$ cat config.mk
export PLATFORM = sky130hd
export DESIGN_NAME = neuron_accumulator
export DESIGN_NICKNAME = d
export VERILOG_FILES = /design/src/rtl/neuron_accumulator_pkg.sv /design/src/rtl/relu_sat.sv /design/src/rtl/neuron_accumulator.sv
export SDC_FILE = /design/constraint.sdc
export NUM_CORES = 1
export LEC_CHECK = 0
export ABC_AREA = 1
export CAP_MARGIN = 15
export CORE_AREA = 2 2 146 148
export CTS_BUF_LIST = sky130_fd_sc_hd__clkbuf_8
export CTS_CLUSTER_SIZE = 12
export DETAILED_ROUTE_END_ITERATION = 7
export DIE_AREA = 0 0 148 150
export PLACE_DENSITY = 0.74
export SETUP_SLACK_MARGIN = 0.5
export SLEW_MARGIN = 40
export SYNTH_ARGS = -nofsm -noshare
export SYNTH_HDL_FRONTEND = slang
export SYNTH_SLANG_ARGS = --single-unit
$ cat constraint.sdc
create_clock -name clk -period 15.2 [get_ports clk]
set_clock_uncertainty 0.2 [all_clocks]
set_input_delay 3.04 -clock clk [delete_from_list [all_inputs] [get_ports clk]]
set_output_delay 3.04 -clock clk [all_outputs]
set_load 0.005 [all_outputs]
$ cat src/rtl/neuron_accumulator_pkg.sv
// Shared constants and types for the neuron accumulator and later layers.
// Activations and partials are signed Q8.18 fixed point.
package neuron_accumulator_pkg;

  localparam int FRAC_BITS = 18;
  localparam int ONE       = 262144;
  localparam int Q_MAX     = (1 << 25) - 1;

  localparam int DEF_CHUNKS_PER_NEURON = 79;
  localparam int DEF_NUM_NEURONS       = 10;

  typedef enum logic {
    ACCUM    = 1'b0,
    CLASSIFY = 1'b1
  } state_t;

endpackage

$ cat src/rtl/relu_sat.sv
// ReLU with saturation: wide signed sum in, non-negative IN_W activation out.
// Purely combinational so later layers can reuse it.
module relu_sat
  import neuron_accumulator_pkg::*;
#(
  parameter int ACC_W = 34,
  parameter int IN_W  = 26
) (
  input  logic signed [ACC_W-1:0] sum,
  output logic        [IN_W-1:0]  act,
  output logic                    sat
);

  // Any set bit between the sign and the top activation bit means the value exceeds Q_MAX.
  always_comb begin
    act = '0;
    sat = 1'b0;
    if (sum[ACC_W-1]) begin
      act = '0;
    end else if (|sum[ACC_W-2:IN_W-1]) begin
      act = {1'b0, {(IN_W-1){1'b1}}};
      sat = 1'b1;
    end else begin
      act = sum[IN_W-1:0];
    end
  end

endmodule

$ cat src/rtl/neuron_accumulator.sv
// Sums per-neuron partial dot products plus bias, applies ReLU/saturation,
// and tracks the argmax across neurons to emit one class decision per image.
module neuron_accumulator
  import neuron_accumulator_pkg::*;
#(
  parameter int CHUNKS_PER_NEURON = DEF_CHUNKS_PER_NEURON,
  parameter int NUM_NEURONS       = DEF_NUM_NEURONS,
  parameter int IN_W              = 26,
  parameter int IDX_W             = 4
) (
  input  logic                   clk,
  input  logic                   GlobalReset,
  input  logic                   clr,
  input  logic                   in_valid,
  input  logic signed [IN_W-1:0] in_value,
  input  logic signed [IN_W-1:0] in_bias,
  output logic                   out_valid,
  output logic        [IN_W-1:0] out_value,
  output logic       [IDX_W-1:0] out_index,
  output logic                   out_sat,
  output logic                   class_valid,
  output logic       [IDX_W-1:0] class_id,
  output logic        [IN_W-1:0] class_score
);

  localparam int ACC_W = IN_W + $clog2(CHUNKS_PER_NEURON) + 1;
  localparam int CNT_W = (CHUNKS_PER_NEURON > 1) ? $clog2(CHUNKS_PER_NEURON) : 1;
  localparam logic [CNT_W-1:0] LAST_CHUNK  = CNT_W'(CHUNKS_PER_NEURON - 1);
  localparam logic [IDX_W-1:0] LAST_NEURON = IDX_W'(NUM_NEURONS - 1);

  state_t state, state_nxt;

  logic        [CNT_W-1:0] chunk_cnt;
  logic        [IDX_W-1:0] neuron_cnt;
  logic signed [ACC_W-1:0] acc;
  logic signed [ACC_W-1:0] val_ext;
  logic signed [ACC_W-1:0] bias_ext;
  logic signed [ACC_W-1:0] base;
  logic signed [ACC_W-1:0] sum;
  logic        [IN_W-1:0]  act;
  logic        [IN_W-1:0]  best_score;
  logic        [IDX_W-1:0] best_id;
  logic                    sat;
  logic                    accept;
  logic                    last_chunk;
  logic                    last_neuron;
  logic                    image_done;
  logic                    take_best;

  assign val_ext     = {{(ACC_W-IN_W){in_value[IN_W-1]}}, in_value};
  assign bias_ext    = {{(ACC_W-IN_W){in_bias[IN_W-1]}}, in_bias};
  assign accept      = in_valid && !clr;
  assign last_chunk  = (chunk_cnt == LAST_CHUNK);
  assign last_neuron = (neuron_cnt == LAST_NEURON);
  assign image_done  = accept && last_chunk && last_neuron;
  assign base        = (chunk_cnt == '0) ? bias_ext : acc;
  assign sum         = base + val_ext;
  // Neuron 0 always seeds the argmax; ties keep the earlier (lower) index.
  assign take_best   = (neuron_cnt == '0) || (act > best_score);

  relu_sat #(
    .ACC_W(ACC_W),
    .IN_W (IN_W)
  ) u_relu_sat (
    .sum(sum),
    .act(act),
    .sat(sat)
  );

  always_ff @(posedge clk or negedge GlobalReset) begin
    if (!GlobalReset) state <= ACCUM;
    else              state <= state_nxt;
  end

  // CLASSIFY only repeats when a single-chunk, single-neuron image completes inside it.
  always_comb begin
    state_nxt = ACCUM;
    case (state)
      ACCUM:    if (image_done) state_nxt = CLASSIFY;
      CLASSIFY: if (image_done) state_nxt = CLASSIFY;
      default:  state_nxt = ACCUM;
    endcase
  end

  always_ff @(posedge clk or negedge GlobalReset) begin
    if (!GlobalReset) begin
      chunk_cnt   <= '0;
      neuron_cnt  <= '0;
      acc         <= '0;
      best_score  <= '0;
      best_id     <= '0;
      out_valid   <= 1'b0;
      out_value   <= '0;
      out_index   <= '0;
      out_sat     <= 1'b0;
      class_valid <= 1'b0;
      class_id    <= '0;
      class_score <= '0;
    end else begin
      out_valid   <= 1'b0;
      class_valid <= 1'b0;
      if (clr) begin
        chunk_cnt  <= '0;
        neuron_cnt <= '0;
        acc        <= '0;
        best_score <= '0;
        best_id    <= '0;
      end else begin
        if (state == CLASSIFY) begin
          class_valid <= 1'b1;
          class_id    <= best_id;
          class_score <= best_score;
        end
        if (accept) begin
          acc       <= sum;
          chunk_cnt <= last_chunk ? '0 : chunk_cnt + 1'b1;
          if (last_chunk) begin
            out_valid  <= 1'b1;
            out_value  <= act;
            out_sat    <= sat;
            out_index  <= neuron_cnt;
            neuron_cnt <= last_neuron ? '0 : neuron_cnt + 1'b1;
            if (take_best) begin
              best_id    <= neuron_cnt;
              best_score <= act;
            end
          end
        end
      end
    end
  end

endmodule

# Word-level counts from Yosys, hierarchy flattened
# Index checks and enable logic that the tools add are counted.
[totals]
output_inout_bits = 63
register_bits = 139
word_cells = 63
input_bits = 56
[classes]
order_cmp = 1
add_sub_neg = 3
n_reduce_logical = 15
bitwise = 1
n_mux = 28
eq_ne = 2
[ops]
columns = ["op", "n"]
rows = [
  ["26-bit two-way mux", 6],
  ["34-bit two-way mux", 3],
  ["34-bit by 26-bit adder with 34-bit output", 1],
  ["4-bit two-way mux", 8],
  ["26-bit greater-than comparator", 1],
  ["7-bit two-way mux", 3],
  ["1-bit two-way mux", 8],
  ["8-bit OR reduction", 1],
  ["7-bit by 1-bit adder with 7-bit output (second input constant)", 1],
  ["7-bit equality test (second input constant)", 1],
  ["7-bit zero test", 1],
  ["3-bit AND reduction", 2],
  ["2-bit nonzero test", 3],
  ["4-bit by 1-bit adder with 4-bit output (second input constant)", 1],
  ["4-bit equality test (second input constant)", 1],
  ["4-bit zero test", 1],
  ["2-bit AND reduction", 2],
  ["1-bit logical AND", 3],
  ["1-bit zero test", 1],
  ["1-bit logical OR", 1],
  ["1-bit NOT", 1],
]

# Logic depth before layout (Yosys ltp)
# Gate-level depths: netlist (run 1).
[logic_depth]
word_depth = 12
ltp_mapped = 48
mapped_depth_nobuf = 43

# Cells and area by module
# Synthesis (run 1) repeated with hierarchy kept, for this count alone.
[unflattened]
cells_unflattened = 1367
hier_area_um2 = 9502.9
[modules_own_cells]
columns = ["mod", "instances", "cells_each", "area_per_inst_um2", "seq_area_each_um2"]
rows = [
  ["neuron_accumulator", 1, 1302, 9222.6, 3478.3],
  ["relu_sat", 1, 65, 280.3, 0.0],
]

# Worst setup path before layout (run 1)
# Ideal clock, no wire load.
[synth_path]
kind = "input port to flip-flop"
start = "in in_bias[0]"
end = "reg best_score[15]"
required_ns = 14.934
path_stages = 39
t_arrival_ns = 7.127
path_slack_ns = 7.807
cell_sequence = "nand2_1 o21ai_0 ha_1 inv_1 fa_1 inv_1 nand2_1 nand2_1 nand3_1 nand2_1 nand2_1 nand2_1 nand2_1 nand2_1 nand2_1 nand2_1 nand2_1 nor2_1 (+3 left out) nand2_1 nand2_1 inv_1 ha_1 a21oi_1 nor2_1 a211oi_1 o21ai_0 a2111o_1 a21oi_1 nand2_1 nand2_1 nand2_2 nand2_2 buf_6 buf_8 nand2_2 nand2_1"
[synth_via]
elab_chain_len = 9
[synth_rtl]
columns = ["element", "line", "source"]
rows = [
  ["start: declaration", "neuron_accumulator.sv:16", "input logic signed [IN_W-1:0] in_bias,"],
  ["34-bit two-way mux (*)", "neuron_accumulator.sv:56", "assign base = (chunk_cnt == '0) ? bias_ext : acc;"],
  ["34-bit by 26-bit adder with 34-bit output (*)", "neuron_accumulator.sv:57", "assign sum = base + val_ext;"],
  ["8-bit OR reduction", "relu_sat.sv:20", "end else if (|sum[ACC_W-2:IN_W-1]) begin"],
  ["26-bit two-way mux", "relu_sat.sv:20", ""],
  ["26-bit two-way mux (*)", "relu_sat.sv:18", "if (sum[ACC_W-1]) begin"],
  ["named net act[19]", "neuron_accumulator.sv:40", "logic [IN_W-1:0] act;"],
  ["26-bit greater-than comparator (*)", "neuron_accumulator.sv:59", "assign take_best = (neuron_cnt == '0) || (act > best_score);"],
  ["1-bit logical OR (*)", "neuron_accumulator.sv:59", ""],
  ["2-bit nonzero test (no line) (*)", "--", ""],
  ["3-bit AND reduction (no line) (*)", "--", ""],
  ["end signal: assignment", "neuron_accumulator.sv:125", "best_score <= act;"],
  ["end: declaration", "neuron_accumulator.sv:41", "logic [IN_W-1:0] best_score;"],
]
# Mark *: on every way through the listed nets, which the timed path passes. The rest lies on a longest branch. The select of a mux whose other input is x is not followed.
# A chain may end at the register's enable or synchronous reset.

# Worst setup path after layout (run 1)
[layout_path]
start = "in in_bias[0]"
end = "reg best_score[1]"
# The elaborated chain is that of the path after synthesis.

==> impl_metrics.env, run 1 <==
export IMPL_synth_top_area_frac=0.3783
export IMPL_power_internal_mw=1.098
export IMPL_grt_pass1_vias=8419
export IMPL_cp_end_kind="flop"
export IMPL_grt_setup_unrepaired="false"
export IMPL_cellLeakagePower_nw=5.776
export IMPL_fin_cells=1715
export IMPL_root_buffer="clkbuf_8"
export IMPL_tns_ns=0
export IMPL_detail_route_antenna_nets=0
export IMPL_synthArstFlopShare=1.000
export IMPL_via_per_inst=5.027
export IMPL_clk_pin_slew_ns=0.08
export IMPL_die_w_um=148
export IMPL_synth_edf_count=0
export IMPL_synth_simple_area_share=0.2847
export IMPL_placed_area_sq_um=10590
export IMPL_critPathKind="in2reg"
export IMPL_synth_compound_area_share=0.1091
export IMPL_areaGrowthSynthToFinish_pct=19.58
export IMPL_ios=119
export IMPL_clk_path_buf_depth=2
export IMPL_hold_slack_ns=0.2730
export IMPL_clock_power_share=0.138
export IMPL_drive_above_1_share=0.04444
export IMPL_core_sq_um=20690
export IMPL_vdd_drop_max_mv=0.2132
export IMPL_hold_start="best_score[2]$_DFFE_PN0P_"
export IMPL_synth_nets=1445
export IMPL_rows=53
export IMPL_drv_slew=0
export IMPL_required_ns=15.40
export IMPL_setup_violations=0
export IMPL_cpMaxStageDelayCell="nand2_2"
export IMPL_cp_common_cell="nand2_1"
export IMPL_port_buffers=118
export IMPL_cts_hold_buf=0
export IMPL_synth_area_leader_cell="dfrtp_1"
export IMPL_cp_start_kind="input pin"
export IMPL_reg2reg_to="best_score[1]$_DFFE_PN0P_"
export IMPL_swShare=0.5182
export IMPL_htree_num_levels=4
export IMPL_cts_made_buffers=17
export IMPL_wirelength_mm=24.69
export IMPL_multi_input_area_sq_um=4696
export IMPL_r2r_slack_ns=7.79
export IMPL_whs_path_depth=2
export IMPL_dieArea_sq_um=22200
export IMPL_p_per_area_nw_per_um2=207.4
export IMPL_synth_xor_area_frac=0.02831
export IMPL_yosysWarnings=0
export IMPL_grt_use_total=0.2330
export IMPL_die_h_um=150
export IMPL_pwr_share_comb=0.655
export IMPL_place_gp_congestion=0.9615
export IMPL_antenna_cells=0
export IMPL_netlist_area_sq_um=9194
export IMPL_cts_sinks=139
export IMPL_synth_fa_ha_area_frac=0.08792
export IMPL_routedWlPerCell_um=14.40
export IMPL_rr_worst_depth=38
export IMPL_reg2reg_from="chunk_cnt[0]$_DFFE_PN0P_"
export IMPL_p_switching_mw=1.182
export IMPL_dp_cells=1683
export IMPL_slew_headroom=0.5437
export IMPL_hold_violations=0
export IMPL_total_power_mw=2.280
export IMPL_final_cell_area_sq_um=10990
export IMPL_drc=0
export IMPL_route_vias_total=8622
export IMPL_fill_cells=2053
export IMPL_cp_arrival_ns=9.20
export IMPL_drv_cap=0
export IMPL_postSynthAreaPerCell_sq_um=6.939
export IMPL_synth_mux_area_frac=0
export IMPL_min_to="best_score[2]$_DFFE_PN0P_"
export IMPL_period_needed_ns=9.004
export IMPL_yosys_top_cells_area="dfrtp_1 38%, nand2_1 19%, inv_1 8.8%, ha_1 8.6%, o21ai_0 5.8%"
export IMPL_synthCells=1325
export IMPL_synth_ff_type="dfrtp_1"
export IMPL_fmax_ghz=0.1111
export IMPL_grt_max_degree=72
export IMPL_dp_hpwl_mm=18.85
export IMPL_cpPeakStageDelay_ns=0.66
export IMPL_dr_pass1_iters=5
export IMPL_period_share=0.5924
export IMPL_seq_power_share=0.207
export IMPL_tightest_slew_ns=0.6844
export IMPL_holdCritPathClass="reg2reg"
export IMPL_drtIter0Drc=629
export IMPL_ys_seq_elements=139
export IMPL_status="finished clean"
export IMPL_fin_nets=1547
export IMPL_synth_cell_type_count=37
export IMPL_critPathMaxFanout=31
export IMPL_grt_pass1_wl_mm=41.26
export IMPL_antenna_found_initial=0
export IMPL_insertion_delay_ns=0.47
export IMPL_grt_overflow=0
export IMPL_cts_resized=0
export IMPL_seq_area_sq_um=3478
export IMPL_post_cts_buffers=0
export IMPL_cts_tree="built"
export IMPL_seq_area_frac_synth=0.3783
export IMPL_synth_top_family_by_area="simple AND/OR/NAND/NOR gates"
export IMPL_initial_core_util=0.4444
==> through the flow <==
step                setup WS (ns)    util
global route                5.485  0.5314
floorplan                   7.807       -
finish                      6.196  0.5314
detailed placement          5.792  0.5119
CTS                         6.224  0.5314
global placement            5.849  0.5116
==> layout by cell type, fill, tap and decap left out, drive strengths merged, types with 2 or more instances in the layout <==
master and n:
nand2 472, inv 221, dfrtp 139, clkdlybuf4s50 117, o21ai 108, nor2 91
ha 63, nand3 60, a21oi 32, o22ai 25, clkbuf 19, xor2 15
xnor2 13, nand4 10, a31oi 10, buf 10, clkinv 6, nor3 4
and3 3, o21bai 3, nand3b 3, a211oi 3, a21o 2, clkinvlp 2
bufinv 2
==> critical path, delay by kind of cell <==
family                     cells  cell delay (ns)
AOI/OAI and AO/OA              6             0.96
adders and majority gates      3             0.99
buffers and inverters          5             1.15
and+or+nand+nor               23             3.02
==> cell families after synthesis <==
group,after synthesis
xor+xnor,28
flops,139
other cells,1
buf+inv,262
fa+ha+maj,64
compound gates,185
simple gates,646
==> cell usage after synthesis, types with 14 or more instances <==
| cell | count |
|---|---|
| o21ai_0 | 107 |
| ha_1 | 63 |
| o22ai_1 | 25 |
| nor2_1 | 89 |
| nand2_2 | 14 |
| a21oi_1 | 32 |
| nand2_1 | 458 |
| dfrtp_1 | 139 |
| inv_1 | 216 |
| nand3_1 | 57 |
| clkbuf_1 | 34 |
==> layer usage <==
layer	routed length (um)	part of all wire	global-route usage
met1	11230	0.45	0.3083
met5	0	0	0
met3	1158	0.047	0.03506
met4	635	0.026	0.08000
met2	11670	0.47	0.3910
==> registers in the layout, summed over array words and instances (netlist names) <==
register	cells
acc	34
best_id	4
best_score	26
chunk_cnt	7
class_id	4
class_score	26
class_valid	1
neuron_cnt	4
out_index	4
out_sat	1
out_valid	1
out_value	26
state	1
==> power by group through the flow <==
stage | clock (mW) | sequential (mW) | combinational [mW]
final | 0.314 | 0.472 | 1.49
after global routing | 0.336 | 0.480 | 1.71
after CTS | 0.316 | 0.472 | 1.48
after detailed placement | 0 | 0.478 | 1.47
after global placement | 0 | 0.477 | 1.45
after floorplan | 0 | 0.470 | 1.10
==> worst max-delay path by stage <==
stage	start	endpoint	slack, ns	cells past startpoint
after floorplan	in_bias[0]	best_score[15]$_DFFE_PN0P_	7.81	39
final	in_bias[0]	best_score[1]$_DFFE_PN0P_	6.20	37
after detailed placement	in_bias[0]	best_score[1]$_DFFE_PN0P_	5.79	37
after global routing	in_bias[0]	best_score[8]$_DFFE_PN0P_	5.48	37
after CTS	in_bias[0]	best_score[1]$_DFFE_PN0P_	6.22	37
after global placement	in_bias[0]	best_score[11]$_DFFE_PN0P_	5.85	37
==> area by class of cell <==
class / count / area share
Tap cell: 275 / 0.03130
Clock buffer: 19 / 0.02379
Multi-Input combinational cell: 924 / 0.4271
Sequential cell: 139 / 0.3164
Clock inverter: 13 / 0.01297
Inverter: 218 / 0.07443
Timing Repair Buffer: 127 / 0.1140
Note: power is estimated with default switching activity, not from simulation.
==> run 2: changes to the inputs <==
--- a/config.mk
+++ b/config.mk
@@ -12,7 +12,7 @@
 export CTS_CLUSTER_SIZE = 12
 export DETAILED_ROUTE_END_ITERATION = 7
 export DIE_AREA = 0 0 148 150
-export PLACE_DENSITY = 0.74
+export PLACE_DENSITY = 0.76
 export SETUP_SLACK_MARGIN = 0.5
 export SLEW_MARGIN = 40
 export SYNTH_ARGS = -nofsm -noshare
==> constraint.sdc (replaced) <==
create_clock -name clk -period 7.8 [get_ports clk]
set_clock_uncertainty 0.2 [all_clocks]
set_input_delay 1.56 -clock clk [delete_from_list [all_inputs] [get_ports clk]]
set_output_delay 1.56 -clock clk [all_outputs]
set_load 0.005 [all_outputs]
==> run 2 against run 1 <==
  * Sequential power increased by 95%
  * Clock-buffer cell count decreased by 2
  * Wire length increased by 2.9%
  * Critical endpoint is now best_score[9]$_DFFE_PN0P_
  * Largest cell class unchanged
==> impl_metrics.env, run 2 (synthesis results as in run 1) <==
export IMPL_status="finished clean"
export IMPL_areaGrowthSynthToFinish_pct=19.84
export IMPL_via_per_inst=5.066
export IMPL_slew_headroom=0.5414
export IMPL_port_buffers=118
export IMPL_cp_common_cell="nand2_1"
export IMPL_detail_route_antenna_nets=0
export IMPL_drive_above_1_share=0.04782
export IMPL_dp_hpwl_mm=19.17
export IMPL_placed_area_sq_um=10610
export IMPL_route_vias_total=8704
export IMPL_htree_num_levels=4
export IMPL_grt_overflow=0
export IMPL_clock_power_share=0.135
export IMPL_cp_arrival_ns=6.90
export IMPL_insertion_delay_ns=0.48
export IMPL_hold_slack_ns=0.2769
export IMPL_rows=53
export IMPL_drv_slew=0
export IMPL_swShare=0.5294
export IMPL_core_sq_um=20690
export IMPL_cts_made_buffers=17
export IMPL_cp_start_kind="input pin"
export IMPL_cts_sinks=139
export IMPL_rr_worst_depth=38
export IMPL_tightest_slew_ns=0.6874
export IMPL_fin_nets=1550
export IMPL_finalWorstSetupSlack_ns=1.120
export IMPL_clk_path_buf_depth=2
export IMPL_dieArea_sq_um=22200
export IMPL_top_register="acc"
export IMPL_met1_usage=0.3187
export IMPL_antenna_found_initial=0
export IMPL_cellLeakagePower_nw=5.780
export IMPL_die_w_um=148
export IMPL_use_met2=0.3972
export IMPL_p_per_area_nw_per_um2=410.0
export IMPL_vdd_drop_max_mv=0.3391
export IMPL_die_h_um=150
export IMPL_holdCritPathClass="reg2reg"
export IMPL_fmax_ghz=0.1497
export IMPL_period_needed_ns=6.680
export IMPL_grt_pass1_wl_mm=41.84
export IMPL_initial_core_util=0.4444
export IMPL_setup_violations=0
export IMPL_grt_busiest_layer="met2"
export IMPL_power_internal_mw=2.125
export IMPL_drtIter0Drc=593
export IMPL_grt_setup_unrepaired="false"
export IMPL_tns_ns=0
export IMPL_grt_max_degree=80
export IMPL_routedWlPerCell_um=14.79
export IMPL_final_cell_mix="458 x nand2_1, 216 x inv_1, 139 x dfrtp_1"
export IMPL_grt_use_total=0.2385
export IMPL_dr_pass1_iters=6
export IMPL_post_place_ws_ns=0.4384
export IMPL_critPathMaxFanout=29
export IMPL_period_share=0.8564
export IMPL_met3_usage=0.03841
export IMPL_final_cell_area_sq_um=11020
export IMPL_mostFrequentLayoutCell="nand2_1"
export IMPL_drv_cap=0
export IMPL_antenna_cells=0
export IMPL_pwr_share_comb=0.661
export IMPL_cts_tree="built"
export IMPL_cp_end_kind="flop"
export IMPL_cpPeakStageDelay_ns=0.46
export IMPL_ios=119
export IMPL_place_gp_congestion=0.9521
export IMPL_grt_pass1_vias=8321
export IMPL_cpMaxStageDelayCell="clkdlybuf4s50_1"
export IMPL_critPathKind="in2reg"
export IMPL_cts_hold_buf=0
export IMPL_largest_reg_flops=34
export IMPL_hold_violations=0
export IMPL_wirelength_mm=25.41
export IMPL_seq_power_share=0.204
export IMPL_required_ns=8.02
export IMPL_clk_pin_slew_ns=0.09
export IMPL_drc=0
export IMPL_p_switching_mw=2.391
export IMPL_root_buffer="clkbuf_8"
export IMPL_whs_path_depth=2
run 2: cell type report:
cell class / count / area [sq um]
clock inverter: 15 / 166.4
inverter: 218 / 818.3
fill: 2049 / 9672
clock buffer: 17 / 234.0
tap: 275 / 344.1
multi-input combinational: 924 / 4701
sequential: 139 / 3478
timing repair buffer: 130 / 1276
run 2: worst paths after layout:
path | end | from | slack, ns
worst max-delay path | best_score[9]$_DFFE_PN0P_ | in_bias[0] | 1.12
min in group asynchronous | acc[24]$_DFFE_PN0P_ | GlobalReset | 0.85
worst min register to register | best_score[11]$_DFFE_PN0P_ | best_score[11]$_DFFE_PN0P_ | 0.28
max in group asynchronous | class_score[11]$_DFFE_PN0P_ | GlobalReset | 5.43
worst min-delay path | best_score[11]$_DFFE_PN0P_ | best_score[11]$_DFFE_PN0P_ | 0.28
worst max register to register | best_score[9]$_DFFE_PN0P_ | chunk_cnt[0]$_DFFE_PN0P_ | 1.21
run 2: worst max-delay path, delay by kind of cell:
family | cells | cell delay [ns]
buffers and inverters | 5 | 0.97
AO/OA/AOI/OAI | 6 | 1.03
AND/OR/NAND/NOR | 23 | 2.35
adder cells (fa/ha/maj) | 3 | 0.97
run 2: timing repair:
item                                    4_1_cts  5_1_grt
resized for setup                             0        1
setup buffers                                 0        0
endpoints found under the setup margin        0       29
run 2: power by group through the flow:
stage / clock [mW] / sequential, mW / combinational (mW)
after global routing: 0.652 / 0.937 / 3.37
final: 0.610 / 0.922 / 2.98
after floorplan: 0 / 0.917 / 2.14
after CTS: 0.617 / 0.921 / 2.95
after detailed placement: 0 / 0.933 / 2.92
after global placement: 0 / 0.933 / 2.88
run 2: layer usage:
metal,wire [um],vias to the layer above
met2,12150,267
met4,561,0
met3,1333,45
met5,0,-
met1,11360,4042
li1,-,4350
run 2: metrics by stage:
| stage | total power [mW] | utilization | std cells |
|---|---|---|---|
| after detailed placement | 3.858 | 0.5129 | 1686 |
| after CTS | 4.485 | 0.5323 | 1718 |
| after global placement | 3.813 | 0.5126 | 1686 |
| after global routing | 4.961 | 0.5325 | 1718 |
| after floorplan | 3.060 | - | 1325 |
| final | 4.517 | 0.5325 | 1718 |
==> run 3: changes to the inputs <==
--- a/config.mk
+++ b/config.mk
@@ -7,12 +7,12 @@
 export LEC_CHECK = 0
 export ABC_AREA = 1
 export CAP_MARGIN = 15
-export CORE_AREA = 2 2 146 148
+export CORE_AREA = 2 2 155 157
 export CTS_BUF_LIST = sky130_fd_sc_hd__clkbuf_8
 export CTS_CLUSTER_SIZE = 12
 export DETAILED_ROUTE_END_ITERATION = 7
-export DIE_AREA = 0 0 148 150
-export PLACE_DENSITY = 0.76
+export DIE_AREA = 0 0 157 159
+export PLACE_DENSITY = 0.7
 export SETUP_SLACK_MARGIN = 0.5
 export SLEW_MARGIN = 40
 export SYNTH_ARGS = -nofsm -noshare
==> constraint.sdc (replaced) <==
create_clock -name clk -period 5.6 [get_ports clk]
set_clock_uncertainty 0.2 [all_clocks]
set_input_delay 1.12 -clock clk [delete_from_list [all_inputs] [get_ports clk]]
set_output_delay 1.12 -clock clk [all_outputs]
set_load 0.005 [all_outputs]
==> run 3 against run 2 <==
  * Die area up 12%
  * Largest power group unchanged
  * Non-clock buffer count increased by 176
  * Register-to-register slack lost 1.0 ns
  * Worst setup slack worse by 0.97 ns
  * Sequential share of layout area fell by 5.0 points
==> impl_metrics.env, run 3 (synthesis results as in run 1) <==
export IMPL_wirelength_mm=28.34
export IMPL_core_sq_um=23190
export IMPL_final_cell_mix="396 x nand2_1, 206 x inv_1, 174 x buf_4"
export IMPL_dr_pass1_iters=5
export IMPL_fmax_ghz=0.1835
export IMPL_cts_sinks=139
export IMPL_root_buffer="clkbuf_8"
export IMPL_vdd_drop_max_mv=0.2863
export IMPL_drv_cap=0
export IMPL_cts_made_buffers=17
export IMPL_antenna_found_initial=0
export IMPL_ios=119
export IMPL_total_power_mw=8.540
export IMPL_port_buffers=118
export IMPL_rows=56
export IMPL_route_vias_total=9382
export IMPL_slew_headroom=0.5630
export IMPL_grt_pass1_vias=9256
export IMPL_drive_above_1_share=0.2267
export IMPL_critPathKind="in2reg"
export IMPL_cellLeakagePower_nw=6.827
export IMPL_fin_nets=1726
export IMPL_grt_pass1_wl_mm=44.95
export IMPL_placed_area_sq_um=11820
export IMPL_grt_use_total=0.2262
export IMPL_mostFrequentLayoutCell="nand2_1"
export IMPL_hold_violations=0
export IMPL_multi_input_area_sq_um=5218
export IMPL_initial_core_util=0.3964
export IMPL_antenna_cells=0
export IMPL_dp_hpwl_mm=21.17
export IMPL_drv_slew=0
export IMPL_cp_common_cell="nand2_1"
export IMPL_htree_num_levels=4
export IMPL_setup_violations=0
export IMPL_grt_max_degree=104
export IMPL_cpMaxStageDelayCell="clkdlybuf4s50_1"
export IMPL_critPathMaxFanout=8
export IMPL_cts_tree="built"
export IMPL_cts_hold_buf=0
export IMPL_die_h_um=159
export IMPL_final_cell_area_sq_um=13090
export IMPL_detail_route_antenna_nets=0
export IMPL_power_internal_mw=4.513
export IMPL_die_w_um=157
export IMPL_holdCritPathClass="in2async"
export IMPL_clk_path_buf_depth=2
export IMPL_grt_overflow=0
export IMPL_drc=0
export IMPL_routedWlPerCell_um=14.62
export IMPL_period_share=0.9731
export IMPL_required_ns=5.76
export IMPL_status="finished clean"
export IMPL_fill_cells=2132
export IMPL_swShare=0.4716
export IMPL_top_register="acc"
export IMPL_largest_reg_flops=34
export IMPL_drtIter0Drc=567
export IMPL_insertion_delay_ns=0.48
export IMPL_place_gp_congestion=0.9180
export IMPL_p_switching_mw=4.028
export IMPL_cp_start_kind="input pin"
export IMPL_seq_area_sq_um=3478
export IMPL_areaGrowthSynthToFinish_pct=42.37
export IMPL_period_needed_ns=5.449
export IMPL_grt_setup_unrepaired="true"
export IMPL_p_per_area_nw_per_um2=652.5
export IMPL_seq_power_share=0.152
export IMPL_clock_power_share=0.101
export IMPL_tightest_slew_ns=0.6547
export IMPL_clk_pin_slew_ns=0.11
export IMPL_dieArea_sq_um=24960
export IMPL_cp_arrival_ns=5.61
export IMPL_cpPeakStageDelay_ns=0.39
export IMPL_pwr_share_comb=0.747
export IMPL_via_per_inst=4.841
export IMPL_cp_end_kind="flop"
run 3: changes by cell type in the layout (fill, tap and decap cells not counted), sizes merged:
cell,previous run,this run
buf,13,188
clkbuf,17,18
clkdlybuf4s50,117,116
clkinv,3,7
clkinvlp,3,1
dlygate4sd2,0,1
inv,226,224
run 3: cell type report:
cell class              count  share of cell area
clock buffers              17             0.01788
clock inverters            15             0.01310
inverters                 218             0.06309
multi-input cells         924              0.3986
flip-flops and latches    139              0.2657
well taps                 319             0.03049
repair buffers            306              0.2111
run 3: through the flow:
step | util | worst slack (ns) | hold WS (ns) | cells | setup TNS (ns)
after floorplan | - | 0.3728 | 0.2419 | 1325 | 0
after global placement | 0.5094 | -0.3690 | 0.2541 | 1869 | -10.48
after detailed placement | 0.5096 | -0.4210 | 0.2537 | 1869 | -11.64
after CTS | 0.5468 | 0.2810 | 0.2785 | 1925 | 0
after global routing | 0.5644 | -0.09029 | 0.2803 | 1938 | -1.895
final | 0.5644 | 0.1508 | 0.2682 | 1938 | 0
run 3: worst paths after layout:
path	from	end	slack (ns)	depth (start not counted)
setup reg to reg	chunk_cnt[0]$_DFFE_PN0P_	best_score[3]$_DFFE_PN0P_	0.20	40
hold reg to reg	best_score[5]$_DFFE_PN0P_	best_score[5]$_DFFE_PN0P_	0.28	2
hold / removal	GlobalReset	acc[24]$_DFFE_PN0P_	0.27	1
min in group clk	best_score[5]$_DFFE_PN0P_	best_score[5]$_DFFE_PN0P_	0.28	2
max in group asynchronous	GlobalReset	acc[11]$_DFFE_PN0P_	3.68	3
setup / recovery	in_bias[10]	best_score[3]$_DFFE_PN0P_	0.15	34
run 3: what timing repair did:
action,in CTS,in global routing
endpoints found under the setup margin,30,30
pin swaps,35,25
resized for setup,73,75
buffers inserted,22,11
gates cloned,2,1
run 3: per-layer routing:
metal  part of all wire  track usage  wire, um
met1               0.44       0.2860     12420
met2               0.49       0.3947     13960
met3              0.039      0.03212      1116
met4              0.030      0.07506       837
met5                  0            0         0
run 3: power by group through the flow:
stage               Combinational, mW  Clock (mW)  Sequential [mW]
global placement                 5.33           0             1.30
floorplan                        3.06           0             1.28
detailed placement               5.42           0             1.30
CTS                              5.97       0.877             1.29
finish                           6.38       0.865             1.30
global route                     7.03       0.921             1.32
run 3: worst max-delay path: cells and delay by family:
family | cells | cell delay, ns
AOI/OAI and AO/OA | 1 | 0.11
adders and majority gates | 2 | 0.63
and+or+nand+nor | 25 | 2.82
buffers and inverters | 6 | 0.93
